<file path="src/rtl/cu_pkg.sv">
// Shared definitions for the multicycle control unit: FSM states, instruction
// field encodings, ALU function codes, mux-select encodings and the bundle of
// registered control outputs.
package cu_pkg;

    localparam int FS_W = 5;

    // FSM states. S_RESET is where the FSM sits while reset is held; the
    // first clock edge after reset releases always enters S_FETCH.
    typedef enum logic [4:0] {
        S_RESET,
        S_FETCH,
        S_DECODE,
        S_R_ALU,
        S_WB_RD,
        S_MULDIV,
        S_WB_HI,
        S_WB_LO,
        S_JR,
        S_IMM_ALU,
        S_WB_RT,
        S_ADDR,
        S_LW_RD,
        S_WB_LW,
        S_SW_WR,
        S_BR_CMP,
        S_BR_TAKE,
        S_J,
        S_JAL_LNK,
        S_ILLEGAL,
        S_INT_SAVE,
        S_INT_VEC
    } state_t;

    // Opcodes, ir[31:26]
    localparam logic [5:0] OP_RTYPE = 6'h00;
    localparam logic [5:0] OP_J     = 6'h02;
    localparam logic [5:0] OP_JAL   = 6'h03;
    localparam logic [5:0] OP_BEQ   = 6'h04;
    localparam logic [5:0] OP_BNE   = 6'h05;
    localparam logic [5:0] OP_ADDI  = 6'h08;
    localparam logic [5:0] OP_ORI   = 6'h0D;
    localparam logic [5:0] OP_LW    = 6'h23;
    localparam logic [5:0] OP_SW    = 6'h2B;

    // R-type function codes, ir[5:0]
    localparam logic [5:0] FN_JR   = 6'h08;
    localparam logic [5:0] FN_MFHI = 6'h10;
    localparam logic [5:0] FN_MFLO = 6'h12;
    localparam logic [5:0] FN_MULT = 6'h18;
    localparam logic [5:0] FN_DIV  = 6'h1A;
    localparam logic [5:0] FN_ADD  = 6'h20;
    localparam logic [5:0] FN_SUB  = 6'h22;
    localparam logic [5:0] FN_AND  = 6'h24;
    localparam logic [5:0] FN_OR   = 6'h25;
    localparam logic [5:0] FN_SLT  = 6'h2A;

    // ALU function codes, shared with the integer ALU
    localparam logic [FS_W-1:0] FS_PASS_S = 5'h00;
    localparam logic [FS_W-1:0] FS_ADD    = 5'h02;
    localparam logic [FS_W-1:0] FS_SUB    = 5'h04;
    localparam logic [FS_W-1:0] FS_SLT    = 5'h06;
    localparam logic [FS_W-1:0] FS_AND    = 5'h08;
    localparam logic [FS_W-1:0] FS_OR     = 5'h09;
    localparam logic [FS_W-1:0] FS_MUL    = 5'h1E;
    localparam logic [FS_W-1:0] FS_DIV    = 5'h1F;

    // Y-mux sources
    localparam logic [2:0] Y_HI  = 3'd0;
    localparam logic [2:0] Y_LO  = 3'd1;
    localparam logic [2:0] Y_ALU = 3'd2;
    localparam logic [2:0] Y_DIN = 3'd3;
    localparam logic [2:0] Y_PC  = 3'd4;

    // Register-file write address
    localparam logic [1:0] D_RD = 2'd0;
    localparam logic [1:0] D_RT = 2'd1;
    localparam logic [1:0] D_RA = 2'd2;
    localparam logic [1:0] D_SP = 2'd3;

    // Next-PC source
    localparam logic [1:0] PC_BRANCH = 2'd0;
    localparam logic [1:0] PC_JUMP   = 2'd1;
    localparam logic [1:0] PC_RS     = 2'd2;
    localparam logic [1:0] PC_VECTOR = 2'd3;

    // All registered control outputs, so they can be decoded and registered
    // as one unit.
    typedef struct packed {
        logic            pc_ld;
        logic            pc_inc;
        logic            ir_ld;
        logic            im_cs;
        logic            im_rd;
        logic [1:0]      pc_sel;
        logic            d_en;
        logic            t_sel;
        logic            hilo_ld;
        logic [1:0]      d_sel;
        logic [2:0]      y_sel;
        logic [FS_W-1:0] fs;
        logic            dm_cs;
        logic            dm_rd;
        logic            dm_wr;
        logic            illegal;
    } ctrl_t;

endpackage

</file>
<file path="src/rtl/cu_decode.sv">
// Instruction decoder: maps opcode/funct to the state entered after DECODE
// and to the ALU function used by that instruction's execute state.
module cu_decode
    import cu_pkg::*;
(
    input  logic [5:0]      op,
    input  logic [5:0]      funct,
    output state_t          dispatch,
    output logic [FS_W-1:0] alu_fs,
    output logic            is_load,
    output logic            is_bne
);

    // Opcode/funct dispatch; anything unrecognised lands in S_ILLEGAL
    always_comb begin
        // NOTE: every output gets a default first so no path infers a latch.
        dispatch = S_ILLEGAL;
        alu_fs   = FS_PASS_S;
        is_load  = 1'b0;
        is_bne   = 1'b0;
        case (op)
            OP_RTYPE: begin
                case (funct)
                    FN_ADD:  begin dispatch = S_R_ALU;  alu_fs = FS_ADD; end
                    FN_SUB:  begin dispatch = S_R_ALU;  alu_fs = FS_SUB; end
                    FN_AND:  begin dispatch = S_R_ALU;  alu_fs = FS_AND; end
                    FN_OR:   begin dispatch = S_R_ALU;  alu_fs = FS_OR;  end
                    FN_SLT:  begin dispatch = S_R_ALU;  alu_fs = FS_SLT; end
                    FN_MULT: begin dispatch = S_MULDIV; alu_fs = FS_MUL; end
                    FN_DIV:  begin dispatch = S_MULDIV; alu_fs = FS_DIV; end
                    FN_MFHI: dispatch = S_WB_HI;
                    FN_MFLO: dispatch = S_WB_LO;
                    FN_JR:   dispatch = S_JR;
                    default: dispatch = S_ILLEGAL;
                endcase
            end
            OP_ADDI: begin dispatch = S_IMM_ALU; alu_fs = FS_ADD; end
            OP_ORI:  begin dispatch = S_IMM_ALU; alu_fs = FS_OR;  end
            OP_LW:   begin dispatch = S_ADDR; alu_fs = FS_ADD; is_load = 1'b1; end
            OP_SW:   begin dispatch = S_ADDR; alu_fs = FS_ADD; end
            OP_BEQ:  begin dispatch = S_BR_CMP; alu_fs = FS_SUB; end
            OP_BNE:  begin dispatch = S_BR_CMP; alu_fs = FS_SUB; is_bne = 1'b1; end
            OP_J:    dispatch = S_J;
            OP_JAL:  dispatch = S_JAL_LNK;
            default: dispatch = S_ILLEGAL;
        endcase
    end

endmodule

</file>
<file path="src/rtl/control_unit.sv">
// Multicycle control unit. Moore FSM whose outputs are registered decodes of
// the state being entered, so every strobe is valid from the edge that enters
// its state. Optional interrupt support is enabled by defining CU_INTR_EN.
module control_unit
    import cu_pkg::*;
(
    input  logic            clk,
    input  logic            reset,
    input  logic [31:0]     ir,
    input  logic            n,
    input  logic            z,
    input  logic            c,
    input  logic            v,
`ifdef CU_INTR_EN
    input  logic            intr,
    output logic            int_ack,
`endif
    output logic            pc_ld,
    output logic            pc_inc,
    output logic            ir_ld,
    output logic            im_cs,
    output logic            im_rd,
    output logic [1:0]      pc_sel,
    output logic            d_en,
    output logic            t_sel,
    output logic            hilo_ld,
    output logic [1:0]      d_sel,
    output logic [2:0]      y_sel,
    output logic [FS_W-1:0] fs,
    output logic            dm_cs,
    output logic            dm_rd,
    output logic            dm_wr,
    output logic            illegal
);

    state_t          state, state_next, done_next, dispatch;
    ctrl_t           ctrl, ctrl_next;
    logic [FS_W-1:0] alu_fs;
    logic            is_load, is_bne;

    // Only z steers sequencing; the remaining flags and ir fields belong to
    // the datapath.
    logic unused_inputs;
    assign unused_inputs = ^{n, c, v, ir[25:6]};

    cu_decode u_decode (
        .op       (ir[31:26]),
        .funct    (ir[5:0]),
        .dispatch (dispatch),
        .alu_fs   (alu_fs),
        .is_load  (is_load),
        .is_bne   (is_bne)
    );

    // State that follows the last cycle of an instruction
`ifdef CU_INTR_EN
    assign done_next = intr ? S_INT_SAVE : S_FETCH;
`else
    assign done_next = S_FETCH;
`endif

    // Next-state sequencing
    always_comb begin
        state_next = state;
        case (state)
            S_RESET:    state_next = S_FETCH;
            S_FETCH:    state_next = S_DECODE;
            S_DECODE:   state_next = dispatch;
            S_R_ALU:    state_next = S_WB_RD;
            S_IMM_ALU:  state_next = S_WB_RT;
            S_ADDR:     state_next = is_load ? S_LW_RD : S_SW_WR;
            S_LW_RD:    state_next = S_WB_LW;
            S_BR_CMP:   state_next = (z ^ is_bne) ? S_BR_TAKE : done_next;
            S_JAL_LNK:  state_next = S_J;
            S_ILLEGAL:  state_next = S_ILLEGAL;
            S_INT_SAVE: state_next = S_INT_VEC;
            S_INT_VEC:  state_next = S_FETCH;
            S_WB_RD, S_MULDIV, S_WB_HI, S_WB_LO, S_JR, S_WB_RT,
            S_WB_LW, S_SW_WR, S_BR_TAKE, S_J:
                        state_next = done_next;
            default:    state_next = S_FETCH;
        endcase
    end

    // Control outputs for the state about to be entered
    always_comb begin
        ctrl_next = '0;
        case (state_next)
            S_FETCH: begin
                ctrl_next.im_cs  = 1'b1;
                ctrl_next.im_rd  = 1'b1;
                ctrl_next.ir_ld  = 1'b1;
                ctrl_next.pc_inc = 1'b1;
            end
            S_R_ALU:   ctrl_next.fs = alu_fs;
            S_WB_RD: begin
                ctrl_next.d_en  = 1'b1;
                ctrl_next.d_sel = D_RD;
                ctrl_next.y_sel = Y_ALU;
            end
            S_MULDIV: begin
                ctrl_next.fs      = alu_fs;
                ctrl_next.hilo_ld = 1'b1;
            end
            S_WB_HI, S_WB_LO: begin
                ctrl_next.d_en  = 1'b1;
                ctrl_next.d_sel = D_RD;
                ctrl_next.y_sel = (state_next == S_WB_HI) ? Y_HI : Y_LO;
            end
            S_JR: begin
                ctrl_next.pc_sel = PC_RS;
                ctrl_next.pc_ld  = 1'b1;
            end
            S_IMM_ALU: begin
                ctrl_next.t_sel = 1'b1;
                ctrl_next.fs    = alu_fs;
            end
            S_WB_RT: begin
                ctrl_next.d_en  = 1'b1;
                ctrl_next.d_sel = D_RT;
                ctrl_next.y_sel = Y_ALU;
            end
            S_ADDR: begin
                ctrl_next.t_sel = 1'b1;
                ctrl_next.fs    = FS_ADD;
            end
            S_LW_RD: begin
                ctrl_next.dm_cs = 1'b1;
                ctrl_next.dm_rd = 1'b1;
            end
            S_WB_LW: begin
                ctrl_next.d_en  = 1'b1;
                ctrl_next.d_sel = D_RT;
                ctrl_next.y_sel = Y_DIN;
            end
            S_SW_WR: begin
                ctrl_next.dm_cs = 1'b1;
                ctrl_next.dm_wr = 1'b1;
            end
            S_BR_CMP:  ctrl_next.fs = FS_SUB;
            S_BR_TAKE: begin
                ctrl_next.pc_sel = PC_BRANCH;
                ctrl_next.pc_ld  = 1'b1;
            end
            S_J: begin
                ctrl_next.pc_sel = PC_JUMP;
                ctrl_next.pc_ld  = 1'b1;
            end
            S_JAL_LNK, S_INT_SAVE: begin
                ctrl_next.d_en  = 1'b1;
                ctrl_next.d_sel = D_RA;
                ctrl_next.y_sel = Y_PC;
            end
            S_INT_VEC: begin
                ctrl_next.pc_sel = PC_VECTOR;
                ctrl_next.pc_ld  = 1'b1;
            end
            S_ILLEGAL: ctrl_next.illegal = 1'b1;
            default:   ctrl_next = '0;
        endcase
    end

    // State and output registers; reset drops every strobe at once
    always_ff @(posedge clk or posedge reset) begin
        if (reset) begin
            state <= S_RESET;
            ctrl  <= '0;
        end else begin
            // NOTE: non-blocking so state and outputs update together from
            // pre-edge values.
            state <= state_next;
            ctrl  <= ctrl_next;
        end
    end

`ifdef CU_INTR_EN
    // Interrupt acknowledge, high for the single INT_VEC cycle
    always_ff @(posedge clk or posedge reset) begin
        if (reset) int_ack <= 1'b0;
        else       int_ack <= (state_next == S_INT_VEC);
    end
`endif

    assign pc_ld   = ctrl.pc_ld;
    assign pc_inc  = ctrl.pc_inc;
    assign ir_ld   = ctrl.ir_ld;
    assign im_cs   = ctrl.im_cs;
    assign im_rd   = ctrl.im_rd;
    assign pc_sel  = ctrl.pc_sel;
    assign d_en    = ctrl.d_en;
    assign t_sel   = ctrl.t_sel;
    assign hilo_ld = ctrl.hilo_ld;
    assign d_sel   = ctrl.d_sel;
    assign y_sel   = ctrl.y_sel;
    assign fs      = ctrl.fs;
    assign dm_cs   = ctrl.dm_cs;
    assign dm_rd   = ctrl.dm_rd;
    assign dm_wr   = ctrl.dm_wr;
    assign illegal = ctrl.illegal;

endmodule

</file>
<file path="config.mk">
export PLATFORM = sky130hd
export DESIGN_NAME = control_unit
export DESIGN_NICKNAME = d
export VERILOG_FILES = /design/src/rtl/cu_pkg.sv /design/src/rtl/cu_decode.sv /design/src/rtl/control_unit.sv
export SDC_FILE = /design/constraint.sdc
export NUM_CORES = 1
export LEC_CHECK = 0
export ABC_AREA = 1
export BUFFER_PORTS_ARGS = -buffer_cell sky130_fd_sc_hd__buf_2
export CORE_ASPECT_RATIO = 1.5
export CORE_UTILIZATION = 44
export CTS_CLUSTER_SIZE = 8
export DETAILED_ROUTE_END_ITERATION = 10
export GPL_TIMING_DRIVEN = 0
export PLACE_DENSITY = 0.72
export REMOVE_ABC_BUFFERS = 1
export SLEW_MARGIN = 40
export SYNTH_ARGS = -nofsm -noshare
export SYNTH_HDL_FRONTEND = slang
export SYNTH_SLANG_ARGS = --single-unit
</file>
<file path="constraint.sdc">
create_clock -name clk -period 2.35 [get_ports clk]
set_input_delay 0.3525 -clock clk [delete_from_list [all_inputs] [get_ports clk]]
set_output_delay 0.3525 -clock clk [all_outputs]
set_load 0.01 [all_outputs]
</file>
# --- Word level (Yosys, flattened, before mapping) ---
# Index checks and enable logic that the tools add are counted.
op_classes:
  n_eq_ne: 48
  muxes: 22
  n_reduce_logical: 14
  bitwise_logic: 1
op_table:
  columns: ["operator", "count"]
  rows:
  - ["equality test 5 x 4 -> 1 bit (second input constant)", 12]
  - ["case mux 5 bit (10 select lines)", 1]
  - ["case mux 5 bit (5 select lines)", 2]
  - ["equality test 5 bit (second input constant)", 9]
  - ["equality test 6 bit (second input constant)", 7]
  - ["case mux 5 bit (7 select lines)", 1]
  - ["case mux 5 bit (6 select lines)", 1]
  - ["equality test 6 x 5 -> 1 bit (second input constant)", 4]
  - ["equality test 5 x 3 -> 1 bit (second input constant)", 4]
  - ["case mux 5 bit (4 select lines)", 1]
  - ["equality test 6 x 4 -> 1 bit (second input constant)", 3]
  - ["OR reduction 2 bit", 8]
  - ["equality test 5 x 2 -> 1 bit (second input constant)", 3]
  - ["case mux 5 bit (3 select lines)", 1]
  - ["equality test 6 x 2 -> 1 bit (second input constant)", 2]
  - ["equality test 6 x 3 -> 1 bit (second input constant)", 2]
  - ["two-way mux 1 bit", 11]
  - ["equality test 5 x 1 -> 1 bit (second input constant)", 2]
  - ["OR reduction 7 bit", 1]
  - ["zero test 6 bit", 1]
  - ["case mux 2 bit (3 select lines)", 1]
  - ["OR reduction 3 bit", 2]
  - ["two-way mux 5 bit", 1]
  - ["OR reduction 5 bit", 1]
  - ["4 further kinds", 4]
totals:
  regBits: 29
  word_cells: 102
  inputBits: 38
  output_inout_bits: 24

# --- Longest topological paths before layout ---
# Gate-level depths: netlist of run 1.
logic_depth:
  depth_word: 8
  mapped_depth: 15
  depth_no_buf: 15

# --- Modules after synthesis ---
# From an unflattened synthesis of run 1, not the netlist that was laid out.
hier_totals:
  cells_unflattened: 276
  hier_area_um2: 1954.4
by_module_without_submodules:
  columns: ["module", "cells_each", "area_each_um2", "n_inst"]
  rows:
  - ["control_unit", 184, 1493.9, 1]
  - ["cu_decode", 92, 460.4, 1]

# --- Least setup slack after synthesis of run 1 ---
# Ideal clock, no wire load.
synth_path:
  kind: "register to register"
  start: "register state[4]"
  end: "register ctrl (netlist bit fs[0])"
  setup_ps: 120
  synth_period_minus_slack_ps: 1669
  path_buffers: 0
  path_stages_with_launch: 13
  slack_ps: 681
  arrival_time_ps: 1549
  path_cell_list: "dfrtp_1 > nor2_2 > nand3_2 > nand2_2 > nor2_4 > nand4_2 > nand2_1 > nor2_2 > nand2_2 > nand4_1 > nand2_2 > inv_2 > nor2_2"
synth_lines:
  columns: ["element", "line", "rtl"]
  rows:
  - ["start, declared", "control_unit.sv:36", "state_t state, state_next, done_next, dispatch;"]
  - ["start signal, assigned", "control_unit.sv:171", "state <= state_next;"]
  - ["end signal, assigned", "control_unit.sv:172", "ctrl <= ctrl_next;"]
  - ["end, declared", "control_unit.sv:37", "ctrl_t ctrl, ctrl_next;"]

==> flow_metrics.py, run 1 <==
metrics = {
    "yosys": {
        "synthTopCellsByCount": "nand2_1 (52), inv_1 (30), dfrtp_1 (25)",
        "synth.most_common_cell": "nand2_1",
        "synth_warnings": 0,
        "synthArstFlopShare_pct": 100,
        "synth_cells": 226,
        "synthFlopType": "dfrtp_1",
        "synth_enable_flop_cells": 0,
        "avgSynthCellArea_um2": 7.50,
        "synthDistinctLibCells": 32,
        "synth_area_leaders": "dfrtp_1 (37%), nand2_1 (12%), inv_1 (6.6%)",
        "synthesis.area_um2": 1700,
        "yosysTopAreaCell": "dfrtp_1",
        "yosys.area.top_type_share_pct": 36.9,
        "seq_area_frac_synth_pct": 36.9,
        "ys_ff_latch": 25,
    },
    "die": {
        "die_width_um": 52.7,
        "die_area_um2": 4110,
        "chipHeight_um": 78.0,
        "initial_utilization_pct": 46.0,
        "io_pins": 62,
        "core_area_um2": 3680,
        "num_rows": 27,
    },
    "global_routing": {
        "grt-ovfl-total": 0,
        "antenna_found_initial": 0,
        "track_usage_pct": 18.6,
        "grt_pass1_vias": 1440,
        "grt_pass1_wl_um": 5780,
        "grt_max_degree": 26,
    },
    "routing": {
        "firstDrtPassIters": 4,
        "via_per_inst": 4.83,
        "drtAntennaViolNets": 0,
        "wl_per_cell_um": 10.7,
        "drt-total-wl_um": 3280,
        "drt-initial-drc-count": 18,
        "vias": 1482,
        "drc": 0,
    },
    "setup_path": {
        "crit_top_cell": "nand2_1",
        "critical_path.endpoint_type": "flip-flop",
        "crit_family": "simple AND/OR/NAND/NOR gates",
        "worstPathArrival_ns": 2.07,
        "cp.required_ns": 2.51,
        "cp_slowest_stage_delay_ns": 0.44,
        "cp_slowest_cell": "dfrtp_1",
        "worstSetupPathType": "flip-flop to flip-flop",
        "crit_buf_inv": 4,
        "path_cells": "nor2_1 > nand4_2 > nand2_1 > inv_2 > nand2_1 > inv_1 > nand2_1 > inv_1 > nand2_4 > clkinv_1 > nand4_1 > nand2_2 > nand2_1 > nand2_1",
        "critPathMaxFanout": 6,
        "start_kind": "flip-flop",
    },
    "power_and_ir_drop": {
        "power_leakage_nw": 1.13,
        "ir_worst_vdd_v": 0.000504,
        "p_per_area_nw_per_um2": 1010,
    },
    "finish": {
        "drive_above_1_share_pct": 36.4,
        "antenna_cells": 0,
        "nNetsFinal": 303,
        "area_growth_pct": 15.5,
        "final_util_pct": 53.2,
        "fill_cells": 372,
    },
    "timing": {
        "fmax_mhz": 524,
        "tightest_slew_ns": 0.497,
        "slew_viol_final": 0,
        "slew_headroom_pct": 66.8,
        "rsz0062_at_grt": "no",
        "period_share_pct": 81.2,
        "hold_viol_final": 0,
        "fin_worst_skew_ns": 0.00815,
        "holdWs_ns": 0.0968,
        "tns_ns": 0,
        "setup_slack_ns": 0.443,
        "period_needed_ns": 1.91,
        "setup_viol": 0,
    },
    "outcome": {
        "outcome": "complete, no violations",
    },
    "clock_tree": {
        "htree_levels": 1,
        "insertion_delay_ns": 0.27,
        "cts_sinks": 25,
        "postCtsHoldBufs": 0,
        "cts.clk_slew.worst_paths_ns": 0.09,
        "clockBufferDepth": 2,
        "cts_buffers": 3,
        "cts_setup_buffers": 0,
        "post_cts_resized": 0,
        "cts_tree": "yes",
        "clock-root-buffer": "clkbuf_8",
    },
    "job": {
        "maxCapViolations": 0,
    },
    "placed_design": {
        "io_buffers": 38,
        "dp_hpwl_um": 2720,
        "pre_cts_slack_ns": 0.337,
        "place_congestion": 0.852,
    },
    "hold_path": {
        "hold_path.class": "input port to async pin",
    },
}
-- path summary, 6_finish.rpt --
check                      cells after the start          startpoint                  to  slack [ns]
setup / recovery                              14  state[1]$_DFF_PP0_     fs[1]$_DFF_PP0_        0.44
hold / removal                                 2               reset  state[2]$_DFF_PP0_         0.1
setup reg to reg                              14  state[1]$_DFF_PP0_     fs[1]$_DFF_PP0_        0.44
hold reg to reg                                2  state[1]$_DFF_PP0_     dm_cs$_DFF_PP0_        0.64
max in group asynchronous                      2               reset   illegal$_DFF_PP0_        1.92
min in group clk                               4              ir[26]     dm_wr$_DFF_PP0_        0.47
-- layer usage --
metal | global-route usage [%] | vias up | wire length [um]
met5 | 0 | - | 0
met4 | 7.11 | 0 | 53
met3 | 1.16 | 4 | 74
met2 | 35.7 | 30 | 1910
met1 | 20.0 | 669 | 1240
li1 | - | 779 | -
-- cells by family (layout without fill, tap and decap cells) --
group                  count (synthesis)  count (layout)  share of synthesized area [%]
AO/OA/AOI/OAI                         18              18                           6.94
XOR/XNOR                               1               1                          0.517
flip-flops                            25              25                           36.9
AND/OR/NAND/NOR                      139             139                           45.2
buffers and inverters                 43              81                           10.4
-- registers in the layout, indices dropped and copies added (netlist names), 2 cells and up --
| signal | flops |
|---|---|
| fs | 5 |
| state | 5 |
| d_sel | 2 |
| pc_sel | 2 |
| y_sel | 2 |
-- cell usage in the layout (no fill, tap or decap), types with 2 or more instances in the layout --
cell type	instances
nand2_2	7
clkbuf_8	3
inv_2	9
dfrtp_1	25
nand3_2	4
a31oi_1	2
nor2_1	21
nor3_1	5
inv_1	29
nor2_2	13
nand4_2	2
o21ai_2	2
buf_2	38
o21ai_0	5
nand4_1	3
nand2_1	52
nor2_4	7
a21oi_1	5
nand3_1	15
nand2_4	3
-- metrics by stage --
| stage | cell area, um^2 | total power [mW] | instances |
|---|---|---|---|
| 5_1_grt | 1960 | 2.17 | 307 |
| 3_3_place_gp | 1910 | 1.72 | 303 |
| 6_report | 1960 | 1.98 | 307 |
| 2_1_floorplan | 1670 | 1.49 | 222 |
| 3_5_place_dp | 1910 | 1.74 | 303 |
| 4_1_cts | 1960 | 2.01 | 307 |
-- where the power goes --
group,internal [mW],switching (mW),total (mW)
clock network,0.120,0.137,0.257
logic,0.376,0.737,1.11
registers,0.535,0.0767,0.612
-- area by class of cell --
cell class,instances,area (um^2),share of cell area (%)
Multi-Input combinational cell,158,893,45.6
Inverter,39,146,7.48
Tap cell,43,53.8,2.75
Clock buffer,3,41.3,2.11
Timing Repair Buffer,38,190,9.71
Sequential cell,25,626,31.9
Clock inverter,1,7.51,0.383
(Power assumes the default switching activity.)
==> run 2, diff against run 1 <==
Clock period 2.35 ns to 1.98 ns, I/O delays scaled along.
==> run 2 against run 1 <==
Compared with the run above:
- core utilization increased by 1.7 points
- critical path depth down 1
- cell area increased by 3.1%
- worst setup slack got worse by 0.36 ns
- non-clock buffer count up 4
- register-to-register slack got worse by 0.36 ns
- routed wire length up 2.7%
- flip-flop and latch count did not move
- clock-buffer cell count is the same
- highest routed layer unchanged
==> flow_metrics.py, run 2 (synthesis gave the netlist of run 1 again) <==
metrics = {
    "finish": {
        "fill_cells": 356,
        "mostFrequentLayoutCells": "nand2_1 (51), buf_2 (38), inv_1 (28), dfrtp_1 (21), nor2_1 (19)",
        "nNetsFinal": 307,
        "drive_above_1_share_pct": 41.0,
        "antenna_cells": 0,
        "area_growth_pct": 19.1,
        "final_common_cell": "nand2_1",
        "final_cells": 311,
    },
    "clock_tree": {
        "clockBufferDepth": 2,
        "insertion_delay_ns": 0.27,
        "cts_sinks": 25,
        "cts.clk_slew.worst_paths_ns": 0.09,
        "cts_tree": "yes",
        "clock-root-buffer": "clkbuf_8",
        "cts_buffers": 3,
        "htree_levels": 1,
    },
    "routing": {
        "drtAntennaViolNets": 0,
        "drt-total-wl_um": 3370,
        "drt-initial-drc-count": 19,
        "via_per_inst": 4.84,
        "firstDrtPassIters": 4,
        "wl_per_cell_um": 10.8,
        "vias": 1506,
        "drc": 0,
    },
    "power_and_ir_drop": {
        "p_per_area_nw_per_um2": 1250,
        "ir_worst_vdd_v": 0.000656,
        "power_mw": 2.53,
        "power_leakage_nw": 1.14,
    },
    "placed_design": {
        "io_buffers": 38,
        "placed_cells": 303,
        "pre_cts_slack_ns": 0.0225,
        "place_congestion": 0.852,
        "dp_hpwl_um": 2720,
    },
    "timing": {
        "fin_worst_skew_ns": 0.00633,
        "setup_slack_ns": 0.0848,
        "slew_headroom_pct": 67.0,
        "period_needed_ns": 1.90,
        "fmax_mhz": 528,
        "hold_viol_final": 0,
        "slew_viol_final": 0,
        "period_share_pct": 95.7,
        "tightest_slew_ns": 0.494,
        "setup_viol": 0,
    },
    "global_routing": {
        "grt_max_degree": 26,
        "track_usage_pct": 18.6,
        "grt_pass1_vias": 1440,
        "antenna_found_initial": 0,
        "grt-ovfl-total": 0,
        "grt_pass1_wl_um": 5780,
    },
    "setup_path": {
        "crit_top_cell": "nand2_1",
        "crit_buf_inv": 0,
        "cp_slowest_cell": "dfrtp_2",
        "crit_family": "simple AND/OR/NAND/NOR gates",
        "cp.required_ns": 2.18,
        "critical_path.endpoint_type": "flip-flop",
        "crit_cells": 13,
        "rr_worst_depth": 13,
        "path_cells": "nor2_2 > nand2_2 > nand2_2 > nor2_4 > nand4_2 > nand2_1 > nor2_2 > nand2_2 > nor2_2 > nand2_1 > nand2_1 > nand2_1 > o21ai_1",
        "worstSetupPathType": "flip-flop to flip-flop",
        "rr_startpoint": "state[4]$_DFF_PP0_",
        "cp_slowest_stage_delay_ns": 0.50,
        "r2r_end": "pc_ld$_DFF_PP0_",
        "critPathMaxFanout": 7,
        "worstPathArrival_ns": 2.09,
        "rrSetupSlack_ns": 0.08,
        "start_kind": "flip-flop",
    },
    "die": {
        "io_pins": 62,
        "die_width_um": 52.7,
        "num_rows": 27,
        "core_area_um2": 3680,
        "initial_utilization_pct": 46.0,
        "chipHeight_um": 78.0,
        "die_area_um2": 4110,
    },
    "hold_path": {
        "hold_path.class": "input port to async pin",
    },
    "outcome": {
        "outcome": "complete, no violations",
    },
    "job": {
        "maxCapViolations": 0,
    },
}
## run 2: changes by cell type in the layout (fill, tap and decap cells not counted), moves of 2 or more
cell | before | now
buf_4 | 0 | 4
dfrtp_1 | 25 | 21
dfrtp_2 | 0 | 4
nor2_1 | 21 | 19
nor2_4 | 7 | 9
## run 2: worst max path at each step
stage / startpoint / endpoint / slack (ns)
finish: state[4]$_DFF_PP0_ / pc_ld$_DFF_PP0_ / 0.08
global route: state[1]$_DFF_PP0_ / fs[1]$_DFF_PP0_ / -0.02
CTS: state[1]$_DFF_PP0_ / fs[2]$_DFF_PP0_ / 0.07
detailed placement: ir[31] / fs[2]$_DFF_PP0_ / 0.02
global placement: ir[31] / fs[2]$_DFF_PP0_ / 0.02
floorplan: state[4]$_DFF_PP0_ / fs[0]$_DFF_PP0_ / 0.31
## run 2: repair_timing
action                                  CTS  global route
hold buffers                              0             0
endpoints found under the hold margin     0             0
resized for setup                         0            13
buffers inserted                          0             4
endpoints found under the setup margin    0            10
## run 2: worst register-to-register path: cells and delay by family (launching register included)
family           cells  cell delay (ns)
AND/OR/NAND/NOR     12             1.25
flip-flops           1             0.50
AO/OA/AOI/OAI        1             0.06
## run 2: area by class of cell
class / instances / area (um^2) / share of cell area, %
multi-input cells: 158 / 916 / 45.4
inverters: 39 / 150 / 7.43
repair buffers: 42 / 220 / 10.9
clock inverters: 1 / 7.51 / 0.372
well taps: 43 / 53.8 / 2.66
clock buffers: 3 / 41.3 / 2.04
flip-flops and latches: 25 / 631 / 31.2
## run 2: report_power, final
group / internal, mW / switching [mW] / leakage, nW
Clock: 0.143 / 0.165 / 0.0217
Combinational: 0.541 / 0.922 / 0.788
Sequential: 0.644 / 0.111 / 0.334
Total: 1.33 / 1.20 / 1.14
## run 2: per-layer routing
| metal | part of all wire [%] | track usage, % | wire length [um] | vias to the layer above |
|---|---|---|---|---|
| li1 | - | - | - | 785 |
| met1 | 38 | 20.0 | 1280 | 685 |
| met2 | 58 | 35.7 | 1950 | 32 |
| met3 | 2.3 | 1.16 | 77 | 4 |
| met4 | 1.6 | 7.11 | 53 | 0 |
| met5 | 0 | 0 | 0 | - |
## run 2: stage by stage
step                      TNS, ns  hold WS [ns]  utilization (%)  area [um^2]
after floorplan                 0         0.324                -         1670
after detailed placement        0         0.365             51.9         1910
after global placement          0         0.527             51.9         1910
after global routing      -0.0614        0.0882             54.8         2020
after CTS                       0        0.0678             53.2         1960
final                           0        0.0399             54.8         2020
==> run 3, diff against run 2 <==
Settings changed: CORE_UTILIZATION 44 to 49, CTS_BUF_LIST from default to sky130_fd_sc_hd__clkbuf_16, PLACE_DENSITY 0.72 to 0.79, REMOVE_ABC_BUFFERS 1 to default.
==> run 3 against run 2 <==
Compared with the run above:
- clock-buffer cell count unchanged
- worst setup slack better by 0.087 ns
- total power is 5.8% higher
- flip-flop and latch count is the same
- critical path type unchanged
- global-route usage increased by 2.1 points
- cell area is 2.4% higher
- routed wire length shrank 0.77%
- fmax increased by 4.8%
- largest power group unchanged
- register-to-register slack improved by 0.09 ns
- clock skew shrank 0.0044 ns
- worst hold slack better by 0.014 ns
==> flow_metrics.py, run 3 (synthesis gave the netlist of run 1 again) <==
metrics = {
    "outcome": {
        "outcome": "complete, no violations",
    },
    "setup_path": {
        "critical_path.endpoint_type": "flip-flop",
        "rrSetupSlack_ns": 0.17,
        "r2r_end": "pc_ld$_DFF_PP0_",
        "worstPathArrival_ns": 2.00,
        "startpoint": "state[4]$_DFF_PP0_",
        "start_kind": "flip-flop",
        "cp-endpoint": "pc_ld$_DFF_PP0_",
        "path_cells": "nor2_2 > nand2_2 > nand2_2 > nor2_4 > nand4_2 > nand2_1 > nor2_4 > nand2_2 > nor2_2 > nand2_1 > nand2_1 > nand2_1 > o21ai_1",
        "crit_top_cell": "nand2_1",
        "rr_worst_depth": 13,
        "cp_slowest_cell": "dfrtp_2",
        "crit_cells": 13,
        "rr_startpoint": "state[4]$_DFF_PP0_",
        "critPathMaxFanout": 7,
        "cp_slowest_stage_delay_ns": 0.49,
        "crit_family": "simple AND/OR/NAND/NOR gates",
        "crit_buf_inv": 0,
        "cp.required_ns": 2.17,
        "worstSetupPathType": "flip-flop to flip-flop",
    },
    "clock_tree": {
        "cts_sinks": 25,
        "htree_levels": 1,
        "cts.clk_slew.worst_paths_ns": 0.06,
        "clock-root-buffer": "clkbuf_16",
        "insertion_delay_ns": 0.26,
        "cts_tree": "yes",
        "clockBufferDepth": 2,
        "cts_buffers": 3,
    },
    "finish": {
        "antenna_cells": 0,
        "area_growth_pct": 22.0,
        "mostFrequentLayoutCells": "nand2_1 (51), buf_2 (38), inv_1 (28), dfrtp_1 (22), nor2_1 (18)",
        "nNetsFinal": 308,
        "final_util_pct": 64.2,
        "final_common_cell": "nand2_1",
        "drive_above_1_share_pct": 41.3,
        "finalInstanceArea_um2": 2070,
        "final_cells": 309,
        "fill_cells": 301,
    },
    "routing": {
        "vias": 1499,
        "drtAntennaViolNets": 0,
        "drt-total-wl_um": 3340,
        "via_per_inst": 4.85,
        "drc": 0,
        "drt-initial-drc-count": 23,
        "wl_per_cell_um": 10.8,
        "firstDrtPassIters": 4,
    },
    "die": {
        "die_area_um2": 3700,
        "core_area_um2": 3220,
        "io_pins": 62,
        "die_width_um": 50.0,
        "num_rows": 25,
        "initial_utilization_pct": 52.6,
        "chipHeight_um": 74.0,
    },
    "placed_design": {
        "postPlaceCellArea_um2": 1940,
        "io_buffers": 38,
        "dp_hpwl_um": 2690,
        "pre_cts_slack_ns": 0.0693,
        "place_congestion": 0.927,
        "placed_cells": 304,
    },
    "timing": {
        "fmax_mhz": 553,
        "slew_headroom_pct": 67.0,
        "period_needed_ns": 1.81,
        "slew_viol_final": 0,
        "setup_slack_ns": 0.172,
        "period_share_pct": 91.3,
        "setup_viol": 0,
        "fin_worst_skew_ns": 0.00193,
        "holdWs_ns": 0.0540,
        "hold_viol_final": 0,
        "tightest_slew_ns": 0.494,
    },
    "global_routing": {
        "grt-ovfl-total": 0,
        "grt_pass1_vias": 1459,
        "grt_pass1_wl_um": 5800,
        "track_usage_pct": 20.7,
        "antenna_found_initial": 0,
        "grt_max_degree": 26,
    },
    "yosys": {
        "synthesis.nets": 264,
    },
    "power_and_ir_drop": {
        "p_per_area_nw_per_um2": 1290,
        "power_leakage_nw": 1.17,
        "ir_worst_vdd_v": 0.000697,
    },
    "hold_path": {
        "hold_path.class": "input port to async pin",
    },
    "job": {
        "maxCapViolations": 0,
    },
}
==> run 3: changes by cell type in the layout (fill, tap and decap cells not counted), sizes merged <==
cell  previous run  this run
buf             42        43
==> run 3: worst min-delay path by stage <==
stage / from / to / slack [ns] / cells past startpoint
6_report: reset / pc_sel[1]$_DFF_PP0_ / 0.05 / 2
5_1_grt: reset / state[0]$_DFF_PP0_ / 0.10 / 2
4_1_cts: reset / hilo_ld$_DFF_PP0_ / 0.08 / 2
3_5_place_dp: reset / y_sel[0]$_DFF_PP0_ / 0.35 / 2
3_3_place_gp: reset / pc_sel[1]$_DFF_PP0_ / 0.52 / 2
2_1_floorplan: reset / d_en$_DFF_PP0_ / 0.32 / 1
==> run 3: layout make-up <==
type / instances / area, um^2 / area share, %
multi-input cells: 158 / 928 / 44.9
repair buffers: 39 / 198 / 9.56
clock buffers: 3 / 75.1 / 3.63
well taps: 40 / 50.0 / 2.42
plain buffers: 4 / 30.0 / 1.45
clock inverters: 1 / 7.51 / 0.363
flip-flops and latches: 25 / 629 / 30.4
inverters: 39 / 150 / 7.26
==> run 3: worst register-to-register path: stages (launching register included) <==
cell	delay (ns)
dfrtp_2	0.49
nor2_2	0.19
nand2_2	0.11
nand2_2	0.12
nor2_4	0.06
nand4_2	0.05
nand2_1	0.08
nor2_4	0.16
nand2_2	0.10
nor2_2	0.11
nand2_1	0.06
nand2_1	0.07
nand2_1	0.05
o21ai_1	0.07
==> run 3: power breakdown <==
group	switching, mW	internal [mW]
Sequential	0.118	0.643
Clock	0.181	0.274
Combinational	0.926	0.528
==> run 3: timing repair <==
action	4_1_cts	5_1_grt
hold buffers	0	0
resized for setup	0	15
setup buffers	0	1
setup endpoints to repair	0	8
==> run 3: stage by stage <==
stage               power [mW]   TNS [ns]
floorplan                 1.81          0
global placement          2.08          0
detailed placement        2.11          0
CTS                       2.58          0
global route              2.88  -0.000942
finish                    2.67          0
==> run 3: per-layer routing <==
layer | share of wire (%) | wire (um) | track usage, %
met5 | 0 | 0 | 0
met4 | 2.5 | 84 | 11.4
met3 | 2.6 | 88 | 0.613
met2 | 59 | 1960 | 41.8
met1 | 36 | 1210 | 20.7
